## config.mk

```make
export PLATFORM = sky130hd
export DESIGN_NAME = uart_rx_os16
export DESIGN_NICKNAME = d
export VERILOG_FILES = /design/src/rtl/uart_pkg.sv /design/src/rtl/uart_rx_fifo.sv /design/src/rtl/uart_rx_os16.sv
export SDC_FILE = /design/constraint.sdc
export NUM_CORES = 1
export LEC_CHECK = 0
export CORE_ASPECT_RATIO = 0.7
export CORE_MARGIN = 4
export CORE_UTILIZATION = 25
export DETAILED_ROUTE_END_ITERATION = 8
export GPL_ROUTABILITY_DRIVEN = 1
export SLEW_MARGIN = 20
export SYNTH_ARGS = -nofsm -noshare
export SYNTH_HDL_FRONTEND = slang
export SYNTH_SLANG_ARGS = --single-unit
```

## constraint.sdc

```tcl
create_clock -name clk -period 3.6 [get_ports clk]
set_input_delay 0.72 -clock clk [delete_from_list [all_inputs] [get_ports clk]]
set_output_delay 0.72 -clock clk [all_outputs]
set_load 0.005 [all_outputs]
```

## src/rtl/uart_pkg.sv

```systemverilog
// ============================================================================
// Module   : uart_pkg
// Brief    : Shared UART types, oversampling constants and baud divider helper.
// Revision : 1.0
// ============================================================================
`default_nettype none

package uart_pkg;

  typedef enum logic [2:0] {
    ST_IDLE   = 3'd0,
    ST_START  = 3'd1,
    ST_DATA   = 3'd2,
    ST_PARITY = 3'd3,
    ST_STOP   = 3'd4,
    ST_BREAK  = 3'd5
  } uart_state_t;

  localparam int OVERSAMPLE = 16;
  localparam int SAMPLE_LO  = 7;
  localparam int SAMPLE_MID = 8;
  localparam int SAMPLE_HI  = 9;

  // Clocks per oversample tick; shared with the transmit side.
  function automatic int os_div(input int clk_freq, input int baud);
    return clk_freq / (baud * OVERSAMPLE);
  endfunction

endpackage

`default_nettype wire

```

## src/rtl/uart_rx_fifo.sv

```systemverilog
// ============================================================================
// Module   : uart_rx_fifo
// Brief    : Show-ahead synchronous FIFO with a registered head output.
// Revision : 1.0
// ============================================================================
`default_nettype none

module uart_rx_fifo #(
  parameter int WIDTH = 8,
  parameter int DEPTH = 4
) (
  input  logic             clk,
  input  logic             reset_n,
  input  logic             push,
  input  logic [WIDTH-1:0] din,
  input  logic             pop,
  output logic [WIDTH-1:0] dout,
  output logic             empty,
  output logic             full
);

  localparam int AW = $clog2(DEPTH);

  logic [WIDTH-1:0] r_mem [DEPTH];
  logic [AW:0]      r_wr_ptr;
  logic [AW:0]      r_rd_ptr;
  logic [WIDTH-1:0] r_dout;
  logic [AW:0]      w_wr_next;
  logic [AW:0]      w_rd_next;
  logic             w_push_ok;
  logic             w_pop_ok;
  logic [WIDTH-1:0] w_head_next;

  assign empty     = (r_wr_ptr == r_rd_ptr);
  assign full      = (r_wr_ptr[AW] != r_rd_ptr[AW]) &&
                     (r_wr_ptr[AW-1:0] == r_rd_ptr[AW-1:0]);
  assign w_push_ok = push && !full;
  assign w_pop_ok  = pop && !empty;
  assign w_wr_next = r_wr_ptr + {{AW{1'b0}}, w_push_ok};
  assign w_rd_next = r_rd_ptr + {{AW{1'b0}}, w_pop_ok};
  assign dout      = r_dout;

  // The new head bypasses memory when it is the word being written this cycle.
  always_comb begin
    w_head_next = r_dout;
    if (w_wr_next != w_rd_next) begin
      if (w_push_ok && (w_rd_next[AW-1:0] == r_wr_ptr[AW-1:0]))
        w_head_next = din;
      else
        w_head_next = r_mem[w_rd_next[AW-1:0]];
    end
  end

  always_ff @(posedge clk) begin
    if (w_push_ok)
      r_mem[r_wr_ptr[AW-1:0]] <= din;
  end

  always_ff @(posedge clk or negedge reset_n) begin
    if (!reset_n) begin
      r_wr_ptr <= '0;
      r_rd_ptr <= '0;
      r_dout   <= '0;
    end else begin
      r_wr_ptr <= w_wr_next;
      r_rd_ptr <= w_rd_next;
      r_dout   <= w_head_next;
    end
  end

endmodule

`default_nettype wire

```

## src/rtl/uart_rx_os16.sv

```systemverilog
// ============================================================================
// Module   : uart_rx_os16
// Brief    : 16x oversampling UART receiver, majority vote, optional parity,
//            error pulses and a show-ahead receive FIFO.
// Revision : 1.0
// ============================================================================
`default_nettype none

module uart_rx_os16
  import uart_pkg::*;
#(
  parameter int CLK_FREQ   = 50_000_000,
  parameter int BAUD       = 115200,
  parameter int PARITY_EN  = 0,
  parameter int PARITY_ODD = 0,
  parameter int FIFO_DEPTH = 4
) (
  input  logic       clk,
  input  logic       reset_n,
  input  logic       rx,
  input  logic       rd_en,
  output logic [7:0] data_out,
  output logic       empty,
  output logic       full,
  output logic       frame_err,
  output logic       parity_err,
  output logic       overrun
);

  localparam int              OS_DIV   = os_div(CLK_FREQ, BAUD);
  localparam int              TICK_W   = $clog2(OS_DIV);
  localparam logic [TICK_W-1:0] TICK_MAX = TICK_W'(OS_DIV - 1);

  uart_state_t       r_state;
  uart_state_t       w_state_next;
  logic              r_rx_meta;
  logic              r_rx_s;
  logic              r_rx_prev;
  logic [TICK_W-1:0] r_tick_cnt;
  logic [3:0]        r_sample;
  logic              r_s_lo;
  logic              r_s_mid;
  logic [2:0]        r_bit_cnt;
  logic [7:0]        r_shift;
  logic              r_par_bad;
  logic              r_push;
  logic              r_ferr;
  logic              r_perr;

  logic w_tick;
  logic w_vote_tick;
  logic w_vote;
  logic w_par_exp;
  logic w_start;
  logic w_push_set;
  logic w_ferr_set;
  logic w_perr_set;

  assign w_tick      = (r_tick_cnt == TICK_MAX);
  assign w_vote_tick = w_tick && (r_sample == 4'(SAMPLE_HI));
  assign w_vote      = (r_s_lo & r_s_mid) | (r_s_lo & r_rx_s) | (r_s_mid & r_rx_s);
  assign w_par_exp   = (^r_shift) ^ (PARITY_ODD != 0);

  always_ff @(posedge clk or negedge reset_n) begin
    if (!reset_n) r_state <= ST_IDLE;
    else          r_state <= w_state_next;
  end

  always_comb begin
    w_state_next = r_state;
    w_start      = 1'b0;
    w_push_set   = 1'b0;
    w_ferr_set   = 1'b0;
    w_perr_set   = 1'b0;
    case (r_state)
      ST_IDLE: begin
        if (r_rx_prev && !r_rx_s) begin
          w_state_next = ST_START;
          w_start      = 1'b1;
        end
      end
      ST_START: begin
        if (w_vote_tick) w_state_next = w_vote ? ST_IDLE : ST_DATA;
      end
      ST_DATA: begin
        if (w_vote_tick && (r_bit_cnt == 3'd7))
          w_state_next = (PARITY_EN != 0) ? ST_PARITY : ST_STOP;
      end
      ST_PARITY: begin
        if (w_vote_tick) w_state_next = ST_STOP;
      end
      ST_STOP: begin
        if (w_vote_tick) begin
          if (w_vote) begin
            w_state_next = ST_IDLE;
            w_perr_set   = r_par_bad;
            w_push_set   = !r_par_bad;
          end else begin
            w_ferr_set   = 1'b1;
            w_state_next = (r_shift == 8'h00) ? ST_BREAK : ST_IDLE;
          end
        end
      end
      ST_BREAK: begin
        if (r_rx_s) w_state_next = ST_IDLE;
      end
      default: w_state_next = ST_IDLE;
    endcase
  end

  always_ff @(posedge clk or negedge reset_n) begin
    if (!reset_n) begin
      r_rx_meta  <= 1'b1;
      r_rx_s     <= 1'b1;
      r_rx_prev  <= 1'b1;
      r_tick_cnt <= '0;
      r_sample   <= '0;
      r_s_lo     <= 1'b1;
      r_s_mid    <= 1'b1;
      r_bit_cnt  <= '0;
      r_shift    <= '0;
      r_par_bad  <= 1'b0;
      r_push     <= 1'b0;
      r_ferr     <= 1'b0;
      r_perr     <= 1'b0;
    end else begin
      r_rx_meta <= rx;
      r_rx_s    <= r_rx_meta;
      r_rx_prev <= r_rx_s;

      // Realign the bit-period phase to the detected start edge.
      if (w_start || w_tick) r_tick_cnt <= '0;
      else                   r_tick_cnt <= r_tick_cnt + 1'b1;

      if (w_start)     r_sample <= '0;
      else if (w_tick) r_sample <= r_sample + 4'd1;

      if (w_tick && (r_sample == 4'(SAMPLE_LO)))  r_s_lo  <= r_rx_s;
      if (w_tick && (r_sample == 4'(SAMPLE_MID))) r_s_mid <= r_rx_s;

      if (w_start) begin
        r_bit_cnt <= '0;
        r_par_bad <= 1'b0;
      end else if (w_vote_tick && (r_state == ST_DATA)) begin
        r_bit_cnt <= r_bit_cnt + 3'd1;
        r_shift   <= {w_vote, r_shift[7:1]};
      end else if (w_vote_tick && (r_state == ST_PARITY)) begin
        r_par_bad <= (w_vote != w_par_exp);
      end

      r_push <= w_push_set;
      r_ferr <= w_ferr_set;
      r_perr <= w_perr_set;
    end
  end

  assign frame_err  = r_ferr;
  assign parity_err = r_perr;
  assign overrun    = r_push & full;

  uart_rx_fifo #(
    .WIDTH (8),
    .DEPTH (FIFO_DEPTH)
  ) u_fifo (
    .clk     (clk),
    .reset_n (reset_n),
    .push    (r_push),
    .din     (r_shift),
    .pop     (rd_en),
    .dout    (data_out),
    .empty   (empty),
    .full    (full)
  );

endmodule

`default_nettype wire
```

# Word level (Yosys, flattened, before mapping)
# Memories as Yosys holds them, arrays and structs flattened. A register that Yosys moved wholly into a read port is not among the register bits.
# Index checks and enable logic that the tools add are counted.
# word_totals
mem_count	1
mem_bits_rw	32
in_bits	4
regBits	38
# op_classes
add_sub_neg	5
eq_ne	22
reduce_logical	25
bitwise	7
mux	31
# mem_list
memory	words	word_bits	rd	rd_ports_with_merged_regs	write_ports	line_no	source
u_fifo.r_mem	4	8	1	1	1	uart_rx_fifo.sv:24	logic [WIDTH-1:0] r_mem [DEPTH];
# ops
operator	count
3-bit two-way mux	10
3-bit one-hot mux with 6 select lines	1
1-bit two-way mux	16
2-bit != test, second input constant	7
1-bit logical AND	10
3-bit equality test, second input constant	3
4-bit equality test, second input constant	2
8-bit zero test	1
4-bit two-way mux	2
8-bit parity	1
3-bit by 1-bit adder with 3-bit output	2
3-bit by 2-bit equality test with 1-bit output, second input constant	2
6-bit AND reduction	1
2-bit nonzero test	3
5-bit by 1-bit adder with 5-bit output, second input constant	1
5-bit equality test, second input constant	1
1-bit zero test	5
5-bit two-way mux	1
4-bit by 1-bit adder with 4-bit output, second input constant	1
1-bit bitwise AND	4
4-bit by 3-bit equality test with 1-bit output, second input constant	1
2-bit AND reduction	2
3-bit by 1-bit adder with 3-bit output, second input constant	1
3-bit by 1-bit equality test with 1-bit output, second input constant	1
other kinds (9)	11

# Longest topological paths before layout
# Gate-level depths: netlist of the first run.
# depth
word_depth	7
mapped_depth	12
ltp_nobuf	10

# Modules after synthesis
# Synthesis of the first run repeated with hierarchy kept, for this count alone.
# hier_totals
cells_unflattened	261
area_unflattened_um2	3512.1
# modules_own_cells
mod	cells_per_inst	instances	seq_area_each_um2	area_each_um2
uart_rx_fifo	121	1	1311.3	1928.1
uart_rx_os16	140	1	807.0	1584.0

# Worst setup path after synthesis of the first run
# No wires, ideal clock.
# synth_path
path_type	reg-to-reg
from	register u_fifo.r_wr_ptr[0]
to	register u_fifo.r_dout[5], in the netlist u_fifo.dout[5], read port of u_fifo.r_mem
path_slack_ns	1.030
synth_period_minus_slack_ns	2.570
required_time_ns	3.518
setup_ns	0.082
path_buffers	2
t_arrival_ns	2.488
path_stages_with_launch	13
cell_sequence	dfrtp_1 > xnor2_1 > nand2_1 > nor2_1 > nor2b_1 > ha_1 > ha_1 > buf_2 > xnor2_1 > nand2_1 > clkbuf_1 > or3_1 > a31oi_1
# synth_between
word_cells_on_any_way	10
# synth_lines
item	line_no	source
from (decl)	uart_rx_fifo.sv:25	logic [AW:0] r_wr_ptr;
from (signal assigned)	uart_rx_fifo.sv:65	r_wr_ptr <= w_wr_next;
3-bit equality test (*)	uart_rx_fifo.sv:34	assign empty = (r_wr_ptr == r_rd_ptr);
named net empty	uart_rx_os16.sv:23	output logic empty,
1-bit zero test (*)	uart_rx_fifo.sv:38	assign w_pop_ok = pop && !empty;
1-bit logical AND (*)	uart_rx_fifo.sv:38	
3-bit by 1-bit adder with 3-bit output (*)	uart_rx_fifo.sv:40	assign w_rd_next = r_rd_ptr + {{AW{1'b0}}, w_pop_ok};
named net u_fifo.w_rd_next[1]	uart_rx_fifo.sv:29	logic [AW:0] w_rd_next;
3-bit != test	uart_rx_fifo.sv:46	if (w_wr_next != w_rd_next) begin
to (decl)	uart_rx_fifo.sv:27	logic [WIDTH-1:0] r_dout;
# Mark *: on every way through the listed nets, which the timed path passes. The rest lies on a longest branch.
# A chain may end at the register's enable or synchronous reset.

# Worst setup path after layout of the first run
# layout_path
from	register u_fifo.r_wr_ptr[0]
to	register u_fifo.r_dout[6], in the netlist u_fifo.dout[6], read port of u_fifo.r_mem
# layout_between
word_cells_on_any_way	10
# layout_lines
item	line_no
3-bit equality test	uart_rx_fifo.sv:34
1-bit zero test	uart_rx_fifo.sv:38
1-bit logical AND	uart_rx_fifo.sv:38
3-bit by 1-bit adder with 3-bit output	uart_rx_fifo.sv:40
named net u_fifo.w_rd_next[2]	uart_rx_fifo.sv:29
3-bit != test	uart_rx_fifo.sv:46
# The timed path passes the listed nets, and every way through them passes these cells.

==> results of run 1 <==
[where the power goes]
part,internal [µW],leakage [µW],total [µW],switching [µW]
registers,987,0.000786,1060,74.8
clock network,463,0.000124,809,346
logic,240,0.000585,581,341
total,1690,0.00149,2450,761
[cell usage in the layout (no fill, tap or decap), drive strengths merged, types with 2 or more instances in the layout]
cell,count
clkbuf,10
nand4,4
nand2,18
or3,8
ha,15
buf,5
clkinv,3
xor2,10
clkdlybuf4s50,15
nor3,12
nand2b,2
nor4,3
nand4b,2
mux2i,9
inv,16
nand3,3
a31oi,8
o21ai,12
edfxtp,32
mux4,8
clkinvlp,2
dfstp,5
xnor2,11
dfrtp,41
a21oi,4
nor3b,2
and3,3
nor2,16
mux2,4
[per-stage QoR]
step / hold slack (ns) / instance area, µm²
2_1_floorplan: 0.3452 / 3540
3_3_place_gp: 0.3462 / 3915
3_5_place_dp: 0.3468 / 3915
4_1_cts: 0.3557 / 4180
5_1_grt: 0.3640 / 4183
6_report: 0.3552 / 4183
[worst max-delay path: cells and delay by family, from the launching register on]
kind | cells | cell delay, ns
XOR/XNOR | 3 | 0.89
flip-flops | 1 | 0.46
AO/OA/AOI/OAI | 1 | 0.13
AND/OR/NAND/NOR | 4 | 0.75
adder cells (fa/ha/maj) | 2 | 0.40
[cell families after synthesis]
family | Yosys count | share of synthesized area (%)
AO/OA/AOI/OAI | 29 | 5.020
flip-flops | 78 | 59.84
XOR/XNOR | 21 | 5.833
multiplexers | 21 | 8.908
AND/OR/NAND/NOR | 80 | 11.88
buffers and inverters | 23 | 2.934
adder cells (fa/ha/maj) | 16 | 5.585
[layer usage]
metal	GRT usage, %	wire [µm]	vias up
met3	3.409	343	5
met1	12.80	3386	1081
met2	12.50	2974	47
li1	-	-	1017
met5	0	0	-
met4	3.133	104	0
[worst max path at each step]
| stage | slack [ns] | from | depth (start not counted) | to |
|---|---|---|---|---|
| detailed placement | 0.77 | rd_en | 8 | u_fifo.dout[5] |
| floorplan | 1.03 | u_fifo.r_wr_ptr[0] | 12 | u_fifo.dout[5] |
| finish | 0.85 | u_fifo.r_wr_ptr[0] | 10 | u_fifo.dout[6] |
| global placement | 0.82 | rd_en | 8 | u_fifo.dout[6] |
| global route | 0.56 | u_fifo.r_wr_ptr[0] | 10 | u_fifo.dout[6] |
| CTS | 0.82 | u_fifo.r_wr_ptr[0] | 10 | u_fifo.dout[4] |
[registers in the layout, indices dropped and copies added, names as in the netlist, 3 cells and up]
signal,count
u_fifo.r_rd_ptr,3
r_sample,4
r_state,3
r_bit_cnt,3
r_tick_cnt,5
u_fifo.dout,8
u_fifo.r_wr_ptr,3
u_fifo.r_mem,32
r_shift,8
[layout make-up]
cell class | instances | area [µm²] | share of cell area [%]
Sequential cell | 78 | 2118 | 50.64
Multi-Input combinational cell | 167 | 1318 | 31.50
Tap cell | 190 | 237.7 | 5.684
Clock buffer | 10 | 229.0 | 5.474
Timing Repair Buffer | 20 | 187.7 | 4.487
Inverter | 15 | 56.30 | 1.346
Clock inverter | 6 | 36.28 | 0.8675
==> run metrics, run 1 <==
CP arrival 2.96 ns; Synth Cell Area 0.003540 mm²; Fin Setup TNS 0 ns; Rel. slew slack between 40% and 50%; global placement routability congestion between 0.7 and 0.8; sequential area share after synthesis about three fifths; first-pass GRT wire length around 11000 µm; Leak about 0.0015 µW; Clock Path Buffers 2; power per cell area between 500 and 600 mW/mm²; Post-CTS Setup Bufs 0; clock root buffer clkbuf_16; remaining global-route overflow 0; Top Ports 17; Post-synth top cells dfrtp_1 (41), edfxtp_1 (32), nand2_1 (18); Setup-failing EPs final 0; hold path startpoint r_rx_meta; Placed Cells 470; 1st-pass router iterations 5; Slew @ Worst Pin 0.8126 ns; Avg Cell Area, Syn around 13 µm²; initial core utilization 25.51%; CP Max Fanout 9; Synthesized Nets roughly 290; H-tree levels 3; DRC 0; Routed Antenna Nets 0; top_reg_cell synth dfrtp_1; max incr delay on CP between 0.4 and 0.5 ns; core area ~0.014 mm²; worst-skew pair later-pin latency roughly 0.33 ns; min Tclk post-route 2.753 ns; TritonCTS clock tree yes; detailed router's first-iteration violation count around 150; fin cells 486; worst min path class reg2reg; Die Area ~0.016 mm²; maximum vdd drop approximately 0.26 mV; Final Hold Violating Endpoints 0; area grow syn2layout 18.17%; max frequency between 300 and 400 MHz; CP cell instances xnor2_1, nand2_1, nor2_1, nor2b_1, ha_1, ha_1, xor2_2, xor2_2, or2_1, a31oi_1; area leader, netlist dfrtp_1; CP max stage cell dfrtp_1; Hold Crit Depth 0; worst r2r dst u_fifo.dout[6]; Via density ~4.4; Post-synth EDFFs 32; Worst Hold Endpoint r_rx_s; Worst Clk Skew about 0.01 ns; setup slack, reg-to-reg roughly 0.85 ns; filler cell count between 1k and 1.5k; Port-buffer cells 16; CTS Buf Count 9; post-cts gate resize count 0; worst setup path class reg2reg; Clock Pin Slew Worst Setup and Hold Paths about 0.06 ns; via count 2150; Synth cell types 43; initial antenna violation count 0; WL final 6809 µm; vias in the first global route between 2k and 2.5k; FF+latch count, synth 78; clk sink count 78; Final period util 76.48%; largest net degree at the start of global routing 47; RSZ-0062 raised after global routing no; GRT Resource Usage Total 9.015%; Synth Warn # 0; R2R depth 10; ys async rst share approximately 59%; status finished clean; Synth top area share 28.99%; crit path capture type flip-flop; most frequent cell after synthesis dfrtp_1; cells after synthesis ~270; Detailed Place HPWL approximately 5000 µm; Slew Limit Fails 0; CP Data Required Time between 3 and 4 ns; routed wire length per instance about 14 µm; standard-cell rows 36; ranking of synthesized cells by area dfrtp_1 (29%), edfxtp_1 (27%), ha_1 (5.3%); Finished Core Util between 30% and 40%; pre-CTS WS about 0.77 ns; n_diodes 0; NumNets Final 310; CP Launch Type flip-flop; final worst slack 0.8469 ns; chip height ~110 µm; share of post-route cells with drive strength above 1 between 10% and 20%; max-cap viol count 0; Total Power 2451 µW; Reg2Reg Launch Point u_fifo.r_wr_ptr[0]; Hold-fix buffers, CTS 0; die width approximately 150 µm
Power figures use the tool's default switching activity.
==> run 2, diff against run 1 <==
==> constraint.sdc (replaced) <==
create_clock -name clk -period 2.9 [get_ports clk]
set_input_delay 0.58 -clock clk [delete_from_list [all_inputs] [get_ports clk]]
set_output_delay 0.58 -clock clk [all_outputs]
set_load 0.005 [all_outputs]
==> run metrics, run 2 (synthesis results as in run 1) <==
Fin Setup TNS 0 ns; Via density roughly 4.4; CP arrival between 2 and 3 ns; 1st-pass router iterations 4; remaining global-route overflow 0; Worst Clk Skew a little over 0.006 ns; CP Launch Type flip-flop; CP Max Fanout 19; max reg flops 32; crit path capture type flip-flop; worst min path class in2async; Clock Path Buffers 2; detailed router's first-iteration violation count approximately 130; final worst slack ~0.20 ns; worst-skew pair later-pin latency 0.33 ns; pre-CTS WS 0.06779 ns; Final Hold Violating Endpoints 0; max incr delay on CP between 0.4 and 0.5 ns; Top Ports 17; CP max stage cell dfrtp_1; RSZ-0062 raised after global routing no; n_diodes 0; Setup-failing EPs final 0; NumNets Final ~320; Slew @ Worst Pin between 0.5 and 0.6 ns; max frequency 370.3 MHz; Slew Limit Fails 0; filler cell count roughly 1.4k; critical path's top delay family XOR/XNOR gates; share of post-route cells with drive strength above 1 16.23%; max-cap viol count 0; CP Data Required Time approximately 3.1 ns; initial antenna violation count 0; Die Area roughly 0.016 mm²; status finished clean; vias in the first global route about 2.2k; min Tclk post-route approximately 2.7 ns; H-tree levels 3; area grow syn2layout 21.56%; clock root buffer clkbuf_16; CTS Buf Count 9; power per cell area roughly 770 mW/mm²; chip height about 110 µm; standard-cell rows 36; WL final just over 7000 µm; Final period util ~93%; TritonCTS clock tree yes; core area 0.01387 mm²; Clock Pin Slew Worst Setup and Hold Paths roughly 0.060 ns; via count around 2.1k; global placement routability congestion 0.7577; CP dominant cell by count ha_1; largest net degree at the start of global routing 27; commonest cells after routing, fill and taps aside dfrtp_1 (41), edfxtp_1 (32), nand2_1 (17); GRT Resource Usage Total about a tenth; first-pass GRT wire length 11760 µm; maximum vdd drop ~0.35 mV; worst setup path class reg2reg; Detailed Place HPWL approximately 5100 µm; die width 150.2 µm; Post-CTS Setup Bufs 0; initial core utilization 25.51%; Rel. slew slack about 65%; routed wire length per instance roughly 15 µm; CP cell instances xnor2_1, a31o_4, inv_1, ha_1, ha_1, xor2_2, xor2_4, or2_4, a31oi_1; commonest non-fill, non-tap cell in the layout dfrtp_1; clk sink count between 70 and 80; DRC 0; Routed Antenna Nets 0; Port-buffer cells 16; Buf/Inv on CP 1; Leak around 0.0016 µW
[run 2: stage by stage]
stage / util, % / cells / cell area (µm²) / total power [µW] / hold WS [ns]
global placement: 28.63 / 476 / 3973 / 2138 / 0.3455
floorplan: - / 268 / 3540 / 1898 / 0.2844
finish: 31.02 / 492 / 4303 / 3328 / 0.2436
CTS: 30.90 / 492 / 4287 / 3351 / 0.2386
global route: 31.02 / 492 / 4303 / 3510 / 0.2624
detailed placement: 28.63 / 476 / 3973 / 2158 / 0.3506
[run 2: layout make-up]
type                       instances  area, µm²  area share, %
sequential                        78       2118          49.23
clock inverter                     7      88.84          2.065
multi-input combinational        167       1334          31.00
inverter                          15      56.30          1.309
timing repair buffer              26      242.7          5.641
clock buffer                       9      225.2          5.234
tap                              190      237.7          5.525
[run 2: metal layers]
layer / track usage [%] / vias up / share of wire, %
met5: 0 / - / 0
met4: 3.721 / 0 / 1.4
met3: 3.072 / 6 / 4.3
met2: 14.97 / 34 / 45
met1: 12.98 / 1074 / 49
li1: - / 1035 / -
[run 2: worst paths after layout]
check	from	end	slack [ns]	depth (start not counted)
worst max register to register	u_fifo.r_wr_ptr[0]	u_fifo.dout[4]	0.20	9
worst min register to register	r_rx_meta	r_rx_s	0.36	0
min in group clk	r_rx_meta	r_rx_s	0.36	0
worst min-delay path	reset_n	r_tick_cnt[4]	0.24	2
max in group asynchronous	reset_n	u_fifo.dout[5]	2.37	2
worst max-delay path	u_fifo.r_wr_ptr[0]	u_fifo.dout[4]	0.20	9
[run 2: power by group]
| part | switching, µW | internal [µW] | leakage [µW] |
|---|---|---|---|
| registers | 96.2 | 1230 | 0.000786 |
| clock network | 425 | 747 | 0.000150 |
| logic | 473 | 362 | 0.000623 |
[run 2: timing repair]
action | in CTS | in global routing
hold buffers | 0 | 0
gates resized for setup | 0 | 3
setup endpoints to repair | 0 | 8
==> run 3, diff against run 2 <==
--- a/config.mk
+++ b/config.mk
@@ -13,4 +13,5 @@
 export SLEW_MARGIN = 20
 export SYNTH_ARGS = -nofsm -noshare
 export SYNTH_HDL_FRONTEND = slang
+export SYNTH_HIERARCHICAL = 1
 export SYNTH_SLANG_ARGS = --single-unit
==> run metrics, run 3 <==
via count 2060; first-pass GRT wire length roughly 11000 µm; Synth top area share around 30%; crit path capture type output pin; CTS Buf Count 9; CP Data Required Time 2.32 ns; worst-skew pair later-pin latency 0.34 ns; Finished Core Util 31.38%; sequential area share after synthesis around three fifths; Via density 4.292; Rel. slew slack a little under three fifths; core area roughly 0.013 mm²; H-tree levels 3; commonest cells after routing, fill and taps aside dfrtp_1 (41), edfxtp_1 (32), nor2_1 (16); Clock Pin Slew Worst Setup and Hold Paths ~0.06 ns; Worst Setup SP u_fifo/r_wr_ptr[0]; Synthesized Nets 280; standard-cell rows 35; DRC 0; Fin Setup TNS 0 ns; global placement routability congestion roughly 0.78; Routed Antenna Nets 0; Post-synth top cells dfrtp_1 (41), edfxtp_1 (32), nor2_1 (16); top_reg_cell synth dfrtp_1; setup slack, reg-to-reg 0.35 ns; initial core utilization between 20% and 30%; n_diodes 0; Post-synth EDFFs 32; share of post-route cells with drive strength above 1 roughly 17%; TritonCTS clock tree yes; Top Ports 17; Detailed Place HPWL 4804 µm; Worst Clk Skew ~0.0058 ns; Avg Cell Area, Syn roughly 13 µm²; CP Max Fanout 7; FF+latch count, synth between 70 and 80; most frequent cell after synthesis dfrtp_1; Synth Cell Area roughly 0.0035 mm²; Synth cell types between 40 and 50; Port-buffer cells 16; largest net degree at the start of global routing 27; worst setup path class reg2out; Setup-failing EPs final 0; RSZ-0062 raised after global routing no; area grow syn2layout 20.13%; 1st-pass router iterations 4; die width approximately 150 µm; area leader, netlist dfrtp_1; initial antenna violation count 0; CP arrival between 1.5 and 2 ns; post-cts gate resize count 0; Slew @ Worst Pin 0.6564 ns; status finished clean; detailed router's first-iteration violation count just under 100; ranking of synthesized cells by area dfrtp_1 (29%), edfxtp_1 (27%), ha_1 (5.3%); remaining global-route overflow 0; Final Hold Violating Endpoints 0; chip height around 110 µm; Die Area 0.01604 mm²; worst min path class in2async; clock root buffer clkbuf_16; Reg2Reg Launch Point u_fifo/r_wr_ptr[0]; Leak 0.001512 µW; CP Launch Type flip-flop; Synth Warn # 6; Slew Limit Fails 0; worst r2r dst u_fifo/dout[0]; routed wire length per instance around 13 µm; max frequency just under 400 MHz; min Tclk post-route roughly 2.6 ns; NumNets Final about 300; clk sink count 78; commonest non-fill, non-tap cell in the layout dfrtp_1; vias in the first global route 2218; power per cell area around 730 mW/mm²; WL final roughly 6500 µm; R2R depth 9; Setup crit end overrun; cells after synthesis between 200 and 300; maximum vdd drop ~0.32 mV; ys async rst share about three fifths; Final period util 88.67%; Post-CTS Setup Bufs 0; max reg flops 32; Hold-fix buffers, CTS 0; GRT Resource Usage Total under 10%; max-cap viol count 0; Clock Path Buffers 2
run 3: changes by cell type after synthesis, moves of 3 or more:
cell      before  now
nand2_1       18    8
nand3_1        3   12
or3_1          8    0
clkbuf_1       3    0
nor4_1         3    0
run 3: cells by family (layout without fill, tap and decap cells):
kind of cell	Yosys count	count (layout)	share of synthesized area, %
flops	78	78	60.31
simple gates	74	74	11.83
compound gates	30	30	5.379
buf+inv	24	58	3.277
xor+xnor	20	20	5.201
mux	19	19	8.372
fa+ha+maj	16	16	5.629
run 3: power breakdown:
part	switching [µW]	internal [µW]	total [µW]	leakage, µW
combinational	377	301	678	0.000589
sequential	64.7	1220	1280	0.000783
clock	446	667	1110	0.000140
total	888	2190	3070	0.00151
run 3: critical path, cell delays in order, from the launching register on:
cell             delay, ns
dfrtp_1               0.47
xor2_1                0.22
nor3_1                0.28
and2_1                0.18
clkdlybuf4s50_1       0.50
run 3: through the flow:
stage / power, µW / hold slack, ns / cells / area (µm²) / setup slack [ns]
2_1_floorplan: 1821 / 0.2844 / 261 / 3512 / 0.2764
3_3_place_gp: 1976 / 0.3485 / 464 / 3923 / 0.3368
3_5_place_dp: 1997 / 0.3472 / 464 / 3923 / 0.3221
4_1_cts: 3120 / 0.2050 / 480 / 4219 / 0.2880
5_1_grt: 3276 / 0.2283 / 480 / 4219 / 0.04762
6_report: 3073 / 0.1932 / 480 / 4219 / 0.3284
run 3: area by class of cell:
class	count	area, µm²
timing repair buffer	27	237.7
tap	185	231.5
clock buffer	9	225.2
fill	1344	9225
sequential	78	2118
clock inverter	7	71.32
multi-input combinational	159	1279
inverter	15	56.30
run 3: worst min-delay path by stage:
stage / cells past startpoint / to / slack [ns]
4_1_cts: 1 / r_tick_cnt[2] / 0.20
3_3_place_gp: 0 / r_rx_s / 0.35
2_1_floorplan: 0 / frame_err / 0.28
6_report: 1 / r_tick_cnt[2] / 0.19
3_5_place_dp: 0 / r_rx_s / 0.35
5_1_grt: 1 / r_tick_cnt[2] / 0.23
run 3: metal layers:
metal / routed length, µm / up-vias / part of all wire (%) / track usage, %
met5: 0 / - / 0 / 0
met4: 96 / 0 / 1.5 / 3.133
met3: 340 / 8 / 5.3 / 3.507
met2: 2951 / 39 / 46 / 13.81
met1: 3079 / 1005 / 48 / 12.05
li1: - / 1008 / - / -
